--- src/rtl/min_max_pkg.sv ---
// Shared types and helpers for the min/max bound reduction blocks.
package min_max_pkg;

  localparam int WIDTH_DEFAULT = 8;

  typedef enum logic {
    ACCUM = 1'b0,
    HOLD  = 1'b1
  } acc_state_t;

  // Largest positive two's-complement value representable in width bits (width <= 32).
  function automatic int signed_max(input int width);
    return (1 << (width - 1)) - 1;
  endfunction

endpackage

--- src/rtl/min_candidate_select.sv ---
// Combinational compare cell: folds one candidate into a running minimum.
module min_candidate_select
  import min_max_pkg::*;
#(
  parameter int WIDTH = WIDTH_DEFAULT
) (
  input  logic signed [WIDTH-1:0] held_min,
  input  logic                    held_act,
  input  logic signed [WIDTH-1:0] value,
  input  logic                    activation,
  input  logic                    sign,
  output logic signed [WIDTH-1:0] next_min,
  output logic                    next_act,
  output logic                    qualify
);

  always_comb begin
    qualify  = activation & sign;
    // Strict less-than keeps the held value on a tie.
    next_min = (qualify && (value < held_min)) ? value : held_min;
    next_act = held_act | qualify;
  end

endmodule

--- src/rtl/min_bound_accumulator.sv ---
// Serial reduction of one frame of candidates to the minimum active upper bound.
module min_bound_accumulator
  import min_max_pkg::*;
#(
  parameter  int WIDTH     = WIDTH_DEFAULT,
  parameter  int MAX_COUNT = 16,
  localparam int CW        = $clog2(MAX_COUNT + 1)
) (
  input  logic                    clk,
  input  logic                    reset,
  input  logic                    in_valid,
  output logic                    in_ready,
  input  logic signed [WIDTH-1:0] in_value,
  input  logic                    in_activation,
  input  logic                    in_sign,
  input  logic                    in_last,
  output logic                    out_valid,
  input  logic                    out_ready,
  output logic signed [WIDTH-1:0] out_minimum,
  output logic                    out_activation,
  output logic [CW-1:0]           out_count,
  output logic                    out_overflow
);

  localparam logic signed [WIDTH-1:0] MAX_VAL = WIDTH'(signed_max(WIDTH));
  localparam logic [CW-1:0]           MAX_CNT = CW'(MAX_COUNT);

  acc_state_t state_q, state_d;

  logic signed [WIDTH-1:0] acc_min;
  logic                    acc_act;
  logic [CW-1:0]           acc_qcnt;
  logic [CW-1:0]           acc_beats;
  logic                    acc_ovf;

  logic signed [WIDTH-1:0] min_nxt;
  logic                    act_nxt;
  logic                    qualify;
  logic [CW-1:0]           qcnt_nxt;
  logic [CW-1:0]           beats_nxt;
  logic                    ovf_nxt;
  logic                    accept;

  min_candidate_select #(.WIDTH(WIDTH)) u_select (
    .held_min   (acc_min),
    .held_act   (acc_act),
    .value      (in_value),
    .activation (in_activation),
    .sign       (in_sign),
    .next_min   (min_nxt),
    .next_act   (act_nxt),
    .qualify    (qualify)
  );

  always_comb begin
    state_d   = state_q;
    in_ready  = 1'b0;
    out_valid = 1'b0;
    case (state_q)
      ACCUM: begin
        in_ready = 1'b1;
        if (in_valid && in_last) state_d = HOLD;
      end
      HOLD: begin
        out_valid = 1'b1;
        if (out_ready) state_d = ACCUM;
      end
      default: state_d = ACCUM;
    endcase
  end

  always_comb begin
    accept    = in_valid & in_ready;
    qcnt_nxt  = (qualify && (acc_qcnt != MAX_CNT)) ? acc_qcnt + CW'(1) : acc_qcnt;
    beats_nxt = (acc_beats != MAX_CNT) ? acc_beats + CW'(1) : acc_beats;
    ovf_nxt   = acc_ovf | (acc_beats == MAX_CNT);
  end

  always_ff @(posedge clk) begin
    if (reset) begin
      state_q        <= ACCUM;
      acc_min        <= MAX_VAL;
      acc_act        <= 1'b0;
      acc_qcnt       <= '0;
      acc_beats      <= '0;
      acc_ovf        <= 1'b0;
      out_minimum    <= MAX_VAL;
      out_activation <= 1'b0;
      out_count      <= '0;
      out_overflow   <= 1'b0;
    end else begin
      state_q <= state_d;
      if (accept) begin
        if (in_last) begin
          // Publish including the last beat, then start the next frame clean.
          out_minimum    <= min_nxt;
          out_activation <= act_nxt;
          out_count      <= qcnt_nxt;
          out_overflow   <= ovf_nxt;
          acc_min        <= MAX_VAL;
          acc_act        <= 1'b0;
          acc_qcnt       <= '0;
          acc_beats      <= '0;
          acc_ovf        <= 1'b0;
        end else begin
          acc_min   <= min_nxt;
          acc_act   <= act_nxt;
          acc_qcnt  <= qcnt_nxt;
          acc_beats <= beats_nxt;
          acc_ovf   <= ovf_nxt;
        end
      end
    end
  end

endmodule

--- config.mk ---
export PLATFORM = sky130hd
export DESIGN_NAME = min_bound_accumulator
export DESIGN_NICKNAME = d
export VERILOG_FILES = /design/src/rtl/min_max_pkg.sv /design/src/rtl/min_candidate_select.sv /design/src/rtl/min_bound_accumulator.sv
export SDC_FILE = /design/constraint.sdc
export NUM_CORES = 1
export LEC_CHECK = 0
export CORE_MARGIN = 2
export CORE_UTILIZATION = 47
export DETAILED_ROUTE_END_ITERATION = 7
export PLACE_DENSITY = 0.72
export SYNTH_ARGS = -nofsm -noshare
export SYNTH_HDL_FRONTEND = slang
export SYNTH_SLANG_ARGS = --single-unit
export TNS_END_PERCENT = 20
--- constraint.sdc ---
create_clock -name clk -period 1.8 [get_ports clk]
set_clock_uncertainty 0.05 [all_clocks]
set_input_delay 0.36 -clock clk [delete_from_list [all_inputs] [get_ports clk]]
set_output_delay 0.36 -clock clk [all_outputs]
set_load 0.005 [all_outputs]
==> reports/results.txt, run 1 <==
Drt first pass iters = 5
CTS tree = built
Overflow left after global routing = 0
Final layout net count = 300
DRC marker count from the first detailed-route iteration = 104
Clk sinks = 36
Top flip-flop cell by instance count after synthesis = dfxtp_1
Global placer's final weighted congestion = 0.847
Fraction of layout cells with a size suffix above 1 = 27.6%
Number of enable flip-flop cells after synthesis = 0
Worst Reg-to-Reg Cells = 7
Netlist area before placement = 1790 µm²
Worst R2R Setup Slack = -0.009 ns
CTS H-tree lvls = 2
Count of filler cells inserted in the layout = 274
Detail Placement HPWL = 3120 µm
Number of diodes = 0
Violated checks = negative setup slack
Capturing point of the worst reg2reg path = acc_min[2]$_SDFFE_PP1P_
Cell at the root of the clock tree = clkbuf_8
Die Outline Area = 4310 µm²
Insertion delay to the later sink of the worst-skew pair = 0.29 ns
Worst path top cell family by delay = simple AND/OR/NAND/NOR gates
Finished Layout Cells = 323
DRT Wirelength = 4340 µm
Cell count after synthesis = 212
Number of setup violations in the final report = 7
Slew margin rel. = 74.6%
Placement Rows = 22
Number of antenna violations at the first check in global routing = 0
Starting density of the core = 48.8%
Area growth syn-to-layout = 46.5%
Hold-critical path depth = 2
Die extent in y = 65.6 µm
Category of the worst setup path capture point = register
Sequential fraction of the synthesis area = 40.4%
Number of buffers created by CTS = 5
Destination of the worst hold path = out_overflow$_SDFFE_PP0P_
Buffer levels on the longest clock path = 2
Biggest cell delay along the critical path = 0.33 ns
Most used cells in the layout excluding fill and tap cells = 32 x dfxtp_1, 31 x buf_4, 24 x clkdlybuf4s50_1
Slowest-stage cell, CP = dfxtp_2
Standby leakage power = 1.07 nW
Number of placed I/O pins = 32
Power per cell area = 645 nW/µm²
PortBufs = 31
Achievable Freq = 0.553 GHz
Total via count in the routed design = 1,737
Remaining antenna violation count = 0
Clk pin slew, worst setup/hold paths = 0.07 ns
Core region area = 3660 µm²
Critical-path maximum fanout = 8
RSZ-0062 raised after global routing = true
Post-layout total power = 0.00169 W
Most common cell after layout, fill and taps aside = dfxtp_1
Global-route usage over all layers = 22.3%
Hold Startpoint = out_overflow$_SDFFE_PP0P_
Ordered cell list for the critical path = inv_2, ha_4, nor3b_4, o32ai_4, nor2_4, nand2_4, a211o_1
Total count of hold-check failures in the final report = 0
Per-cell routed wire length = 13.4 µm
Die boundary width = 65.6 µm
Outcome = complete, but fails checks
Startpoint Class = register
Ratio of final minimum period to clock period = 101%
Final worst path period need = 1.81 ns
Flip-flop and latch count after synthesis = 36
Max VDD drop = 274 µV
Synthesized netlist net count = 238
Required @ worst endpoint = 1.94 ns
Worst path buffer plus inverter count = 1
Final Max Tran Viols = 0
Class of the most critical setup path = register to register
Share of synthesized registers carrying an async set or reset = 0%
Data arrival time of the critical path = 1.95 ns
Vias in the first global route = 1,677
Cell count after placement = 313
Routed vias/inst = 5.38
Post-layout worst setup margin = -0.00908 ns
Maximum Capacitance Violations = 0
Syn avg cell area = 8.42 µm²
Worst reg2reg startpoint = acc_min[7]$_SDFFE_PP0P_
Synth unique cells = 41
Yosys warning count = 0
Worst slew pin tran = 0.381 ns
Total DRC errors in the routed layout = 0
Largest net degree at the start of global routing = 12
Hold crit path type = register to register
First-pass GRT wire length = 7380 µm
-- final cells by class --
| class | instances | area, µm² | share of cell area (%) |
|---|---|---|---|
| timing repair buffer | 65 | 569 | 21.8 |
| multi-input combinational | 152 | 1120 | 42.7 |
| clock buffer | 6 | 82.6 | 3.16 |
| inverter | 14 | 52.6 | 2.01 |
| clock inverter | 2 | 10.0 | 0.383 |
| tap | 48 | 60.1 | 2.30 |
| sequential | 36 | 726 | 27.7 |
-- synth_stat cells, types with 2 or more instances --
cell	n	area [µm²]
clkbuf_1	4	15.0
xor2_1	5	43.8
a21oi_1	9	45.0
nand2_1	17	63.8
dfxtp_1	36	721
nor2_1	23	86.3
nand2b_1	2	12.5
a31oi_1	8	50.1
ha_1	11	138
a211o_1	8	70.1
inv_1	14	52.6
o21ai_0	19	95.1
a32oi_1	2	17.5
nand4_1	3	18.8
nor2b_1	3	18.8
nand3_1	13	65.1
and3_1	8	50.1
buf_2	4	20.0
-- through the flow --
stage / setup WS, ns / util, % / TNS [ns] / instance area [µm²] / hold WS [ns]
after CTS: -0.0331 / 70.3 / -0.131 / 2570 / 0.391
after global placement: -0.490 / 64.2 / -7.88 / 2350 / 0.380
final: -0.00908 / 71.5 / -0.0510 / 2620 / 0.387
after global routing: -0.112 / 71.5 / -0.891 / 2620 / 0.441
after detailed placement: -0.549 / 64.2 / -8.78 / 2350 / 0.381
after floorplan: 0.000614 / - / 0 / 1790 / 0.382
-- registers in the layout, summed over array words and instances, names as in the netlist --
name	cells
out_overflow	1
out_count	5
state_q	1
acc_ovf	1
acc_qcnt	5
out_activation	1
acc_beats	5
acc_min	8
out_minimum	8
acc_act	1
-- per-layer routing --
metal | GRT usage [%] | vias up | part of all wire [%]
li1 | - | 874 | -
met1 | 27.0 | 813 | 46
met2 | 37.9 | 39 | 48
met3 | 4.11 | 11 | 3.0
met4 | 10.4 | 0 | 2.3
met5 | 0 | - | 0
-- power by group --
| group | switching [W] | total [W] | internal [W] |
|---|---|---|---|
| clock network | 0.000288 | 0.000594 | 0.000305 |
| logic | 0.000133 | 0.000273 | 0.000140 |
| registers | 0.00000948 | 0.000821 | 0.000812 |
-- worst min-delay path: cells and delay by family, from the launching register on --
kind	cells	cell delay (ns)
AND/OR/NAND/NOR	2	0.09
flip-flops	1	0.31
-- timing repair --
action / CTS / global route
setup endpoints to repair: 16 / 16
buffers inserted: 1 / 1
hold buffers: 0 / 0
endpoints found under the hold margin: 0 / 0
resized for setup: 34 / 13
pin swaps: 14 / 19
-- logic make-up after synthesis --
logic type,Yosys count,share of synthesized area [%]
buffers and inverters,24,5.75
AOI/OAI and AO/OA,55,21.0
muxes,1,0.561
DFF,36,40.4
xor gates and xnor gates,6,2.94
adders and majority gates,11,7.71
and+or+nand+nor,79,21.7
-- worst max path at each step --
stage / startpoint / endpoint / slack, ns / cells after the start
after floorplan: in_value[4] / acc_min[6]$_SDFFE_PP1P_ / 0.0006 / 7
after global placement: in_value[4] / acc_min[5]$_SDFFE_PP1P_ / -0.49 / 8
after detailed placement: in_value[7] / acc_min[3]$_SDFFE_PP1P_ / -0.55 / 8
after CTS: acc_min[7]$_SDFFE_PP0P_ / acc_min[4]$_SDFFE_PP1P_ / -0.03 / 8
after global routing: acc_min[7]$_SDFFE_PP0P_ / acc_min[4]$_SDFFE_PP1P_ / -0.11 / 7
final: acc_min[7]$_SDFFE_PP0P_ / acc_min[2]$_SDFFE_PP1P_ / -0.009 / 7
Power figures use the tool's default switching activity.
==> run 2: changes to the inputs <==
- CELL_PAD_IN_SITES_DETAIL_PLACEMENT: default -> 0
- CELL_PAD_IN_SITES_GLOBAL_PLACEMENT: default -> 1
- CORE_UTILIZATION: 47 -> 35
- CTS_CLUSTER_DIAMETER: default -> 120
==> run 2 against run 1 <==
Register-to-register slack better by 0.02 ns. Routed wire length grew 5.7%. Flip-flop and latch count did not move. Cell count rose by 7.4%. Core utilization is 16 points lower. Combinational power up 3%. Global-route usage down 4.8 points. Clock-buffer cell count unchanged. Non-clock buffer count rose by 6. The flow now finishes without violations. First-iteration DRC count shrank 52%. Sequential power hardly changed. Critical path depth unchanged.
==> reports/results.txt, run 2 (synthesized netlist as in run 1, its figures left out) <==
Outcome = completed
Internal power component = 0.00122 W (-2.9%)
Clock power frac = 33.4% (-1.8 points)
DRT Wirelength = 4590 µm (+5.7%)
Per-cell routed wire length = 13.2 µm (-1.6%)
Slew margin rel. = 77.4% (+2.8 points)
Worst path top cell family by delay = simple AND/OR/NAND/NOR gates
DRC marker count from the first detailed-route iteration = 50 (-52%)
Max VDD drop = 343 µV (+25%)
Number of placed I/O pins = 32 (unchanged)
Starting density of the core = 37.1% (-12 points)
Share of total power in combinational logic = 17.0% (+0.8 points)
Category of the worst setup path capture point = register
Worst path buffer plus inverter count = 1 (unchanged)
Number of diodes = 0 (unchanged)
Total via count in the routed design = 1,715 (-1.3%)
Global routing usage on met2 = 27.4% (-10 points)
Global placer's final weighted congestion = 0.822 (-3.0%)
Startpoint Class = register
Met1 Use GR = 23.2% (-3.7 points)
Switching pwr = 0.000437 W (+1.2%)
Worst slew pin tran = 0.339 ns (-0.0417 ns)
Placement Rows = 25 (+14%)
Biggest registers after layout = acc_min: 8 flops, out_minimum: 8 flops
Maximum Capacitance Violations = 0 (unchanged)
Most used cells in the layout excluding fill and tap cells = 36 x buf_4, 30 x dfxtp_1, 24 x clkdlybuf4s50_1
Die extent in y = 75.4 µm (+15%)
Final worst path period need = 1.79 ns (-0.0151 ns)
Insertion delay to the later sink of the worst-skew pair = 0.29 ns (about the same)
Worst reg2reg startpoint = acc_min[7]$_SDFFE_PP0P_
Cts-stage hold buffer count = 0 (unchanged)
Sw Share = 26.3% (+0.80 points)
Portion of total power attributed to sequential cells = 49.6% (+1.0 points)
Die Outline Area = 5690 µm² (+32%)
Most common cell after layout, fill and taps aside = buf_4
Total count of hold-check failures in the final report = 0 (unchanged)
Power per cell area = 619 nW/µm² (-4.1%)
Number of antenna violations at the first check in global routing = 0 (unchanged)
Buffer levels on the longest clock path = 2 (unchanged)
Standby leakage power = 1.09 nW (+2.4%)
Global-route usage over all layers = 17.5% (-4.8 points)
Ratio of final minimum period to clock period = 99.7% (-0.84 points)
Routed vias/inst = 4.94 (-8.1%)
Achievable Freq = 0.557 GHz (+0.84%)
CTS H-tree lvls = 2 (unchanged)
Largest net degree at the start of global routing = 11 (-1)
Total DRC errors in the routed layout = 0 (unchanged)
GRT Max-Usage Layer = met2
Biggest cell delay along the critical path = 0.34 ns (about the same)
Die boundary width = 75.4 µm (+15%)
Slowest-stage cell, CP = dfxtp_2
Vias in the first global route = 1,603 (-4.4%)
Clk sinks = 36 (unchanged)
Remaining antenna violation count = 0 (unchanged)
Area growth syn-to-layout = 49.9%
Final TNS setup = 0 ns (+0.0510 ns)
Core region area = 4820 µm² (+32%)
Number of buffers created by CTS = 5 (unchanged)
Hold Startpoint = out_overflow$_SDFFE_PP0P_
Final worst hold slack = 0.387 ns (+0.000188 ns)
Detail Placement HPWL = 3240 µm (+3.8%)
Area of all placed cells without fillers = 2680 µm² (+2.3%)
Fraction of layout cells with a size suffix above 1 = 30.0% (+2.4 points)
Met3 GRT Util = 4.23% (+0.12 points)
Cell at the root of the clock tree = clkbuf_8
Overflow left after global routing = 0 (unchanged)
Post-DP Area = 2380 µm² (+1.3%)
Drt first pass iters = 4 (-1)
First-pass GRT wire length = 7550 µm (+2.2%)
RSZ-0062 raised after global routing = true
CTS tree = built
Clk pin slew, worst setup/hold paths = 0.07 ns (about the same)
Final layout net count = 306 (+2.0%)
Class of the most critical setup path = register to register
Final Max Tran Viols = 0 (unchanged)
Launch point of the worst path = acc_min[7]$_SDFFE_PP0P_
Hold crit path type = register to register
Data arrival time of the critical path = 1.92 ns (-0.03 ns)
Ordered cell list for the critical path = inv_2, ha_4, nor3b_4, o32ai_4, nor2_4, nand2_4, a211o_1
Required @ worst endpoint = 1.93 ns (about the same)
PortBufs = 31 (unchanged)
Critical-path maximum fanout = 8 (unchanged)
Number of setup violations in the final report = 0 (-7)
[run 2: cell type report]
class,count,area [µm²]
fillers,479,2140
multi-input cells,152,1120
flip-flops and latches,36,728
repair buffers,71,617
well taps,67,83.8
clock buffers,6,72.6
inverters,14,52.6
clock inverters,1,5.00
[run 2: power by group through the flow]
| stage | clock, W | combinational, W | sequential [W] |
|---|---|---|---|
| 2_1_floorplan | 0 | 0.000109 | 0.000839 |
| 3_3_place_gp | 0 | 0.000238 | 0.000839 |
| 3_5_place_dp | 0 | 0.000238 | 0.000840 |
| 4_1_cts | 0.000567 | 0.000270 | 0.000821 |
| 5_1_grt | 0.000607 | 0.000306 | 0.000823 |
| 6_report | 0.000554 | 0.000281 | 0.000822 |
[run 2: metal layers]
| metal | vias up | part of all wire (%) |
|---|---|---|
| met2 | 42 | 45 |
| met4 | 0 | 1.7 |
| li1 | 880 | - |
| met5 | - | 0 |
| met1 | 785 | 49 |
| met3 | 8 | 4.6 |
[run 2: worst paths after layout]
| kind | end | slack (ns) | cells after the start |
|---|---|---|---|
| min reg2reg | out_overflow$_SDFFE_PP0P_ | 0.39 | 2 |
| min | out_overflow$_SDFFE_PP0P_ | 0.39 | 2 |
| max reg2reg | acc_min[2]$_SDFFE_PP1P_ | 0.006 | 7 |
| max | acc_min[2]$_SDFFE_PP1P_ | 0.006 | 7 |
[run 2: through the flow]
| step | instances | total power (W) | util, % | setup slack [ns] |
|---|---|---|---|---|
| finish | 347 | 0.00166 | 55.6 | 0.00601 |
| global route | 347 | 0.00174 | 55.6 | -0.0837 |
| CTS | 347 | 0.00166 | 54.3 | -0.0206 |
| global placement | 333 | 0.00108 | 49.5 | -0.502 |
| floorplan | 212 | 0.000948 | - | 0.000614 |
| detailed placement | 333 | 0.00108 | 49.5 | -0.547 |
[run 2: repair_timing]
item	4_1_cts	5_1_grt
resized for setup	32	21
setup buffers	6	1
gates cloned	1	0
setup endpoints to repair	16	21
endpoints found under the hold margin	0	0
pin swaps	16	23
[run 2: tightest hold or removal path, delay by kind of cell (launching register included)]
family / cells / cell delay (ns)
flip-flops: 1 / 0.31
AND/OR/NAND/NOR: 2 / 0.09
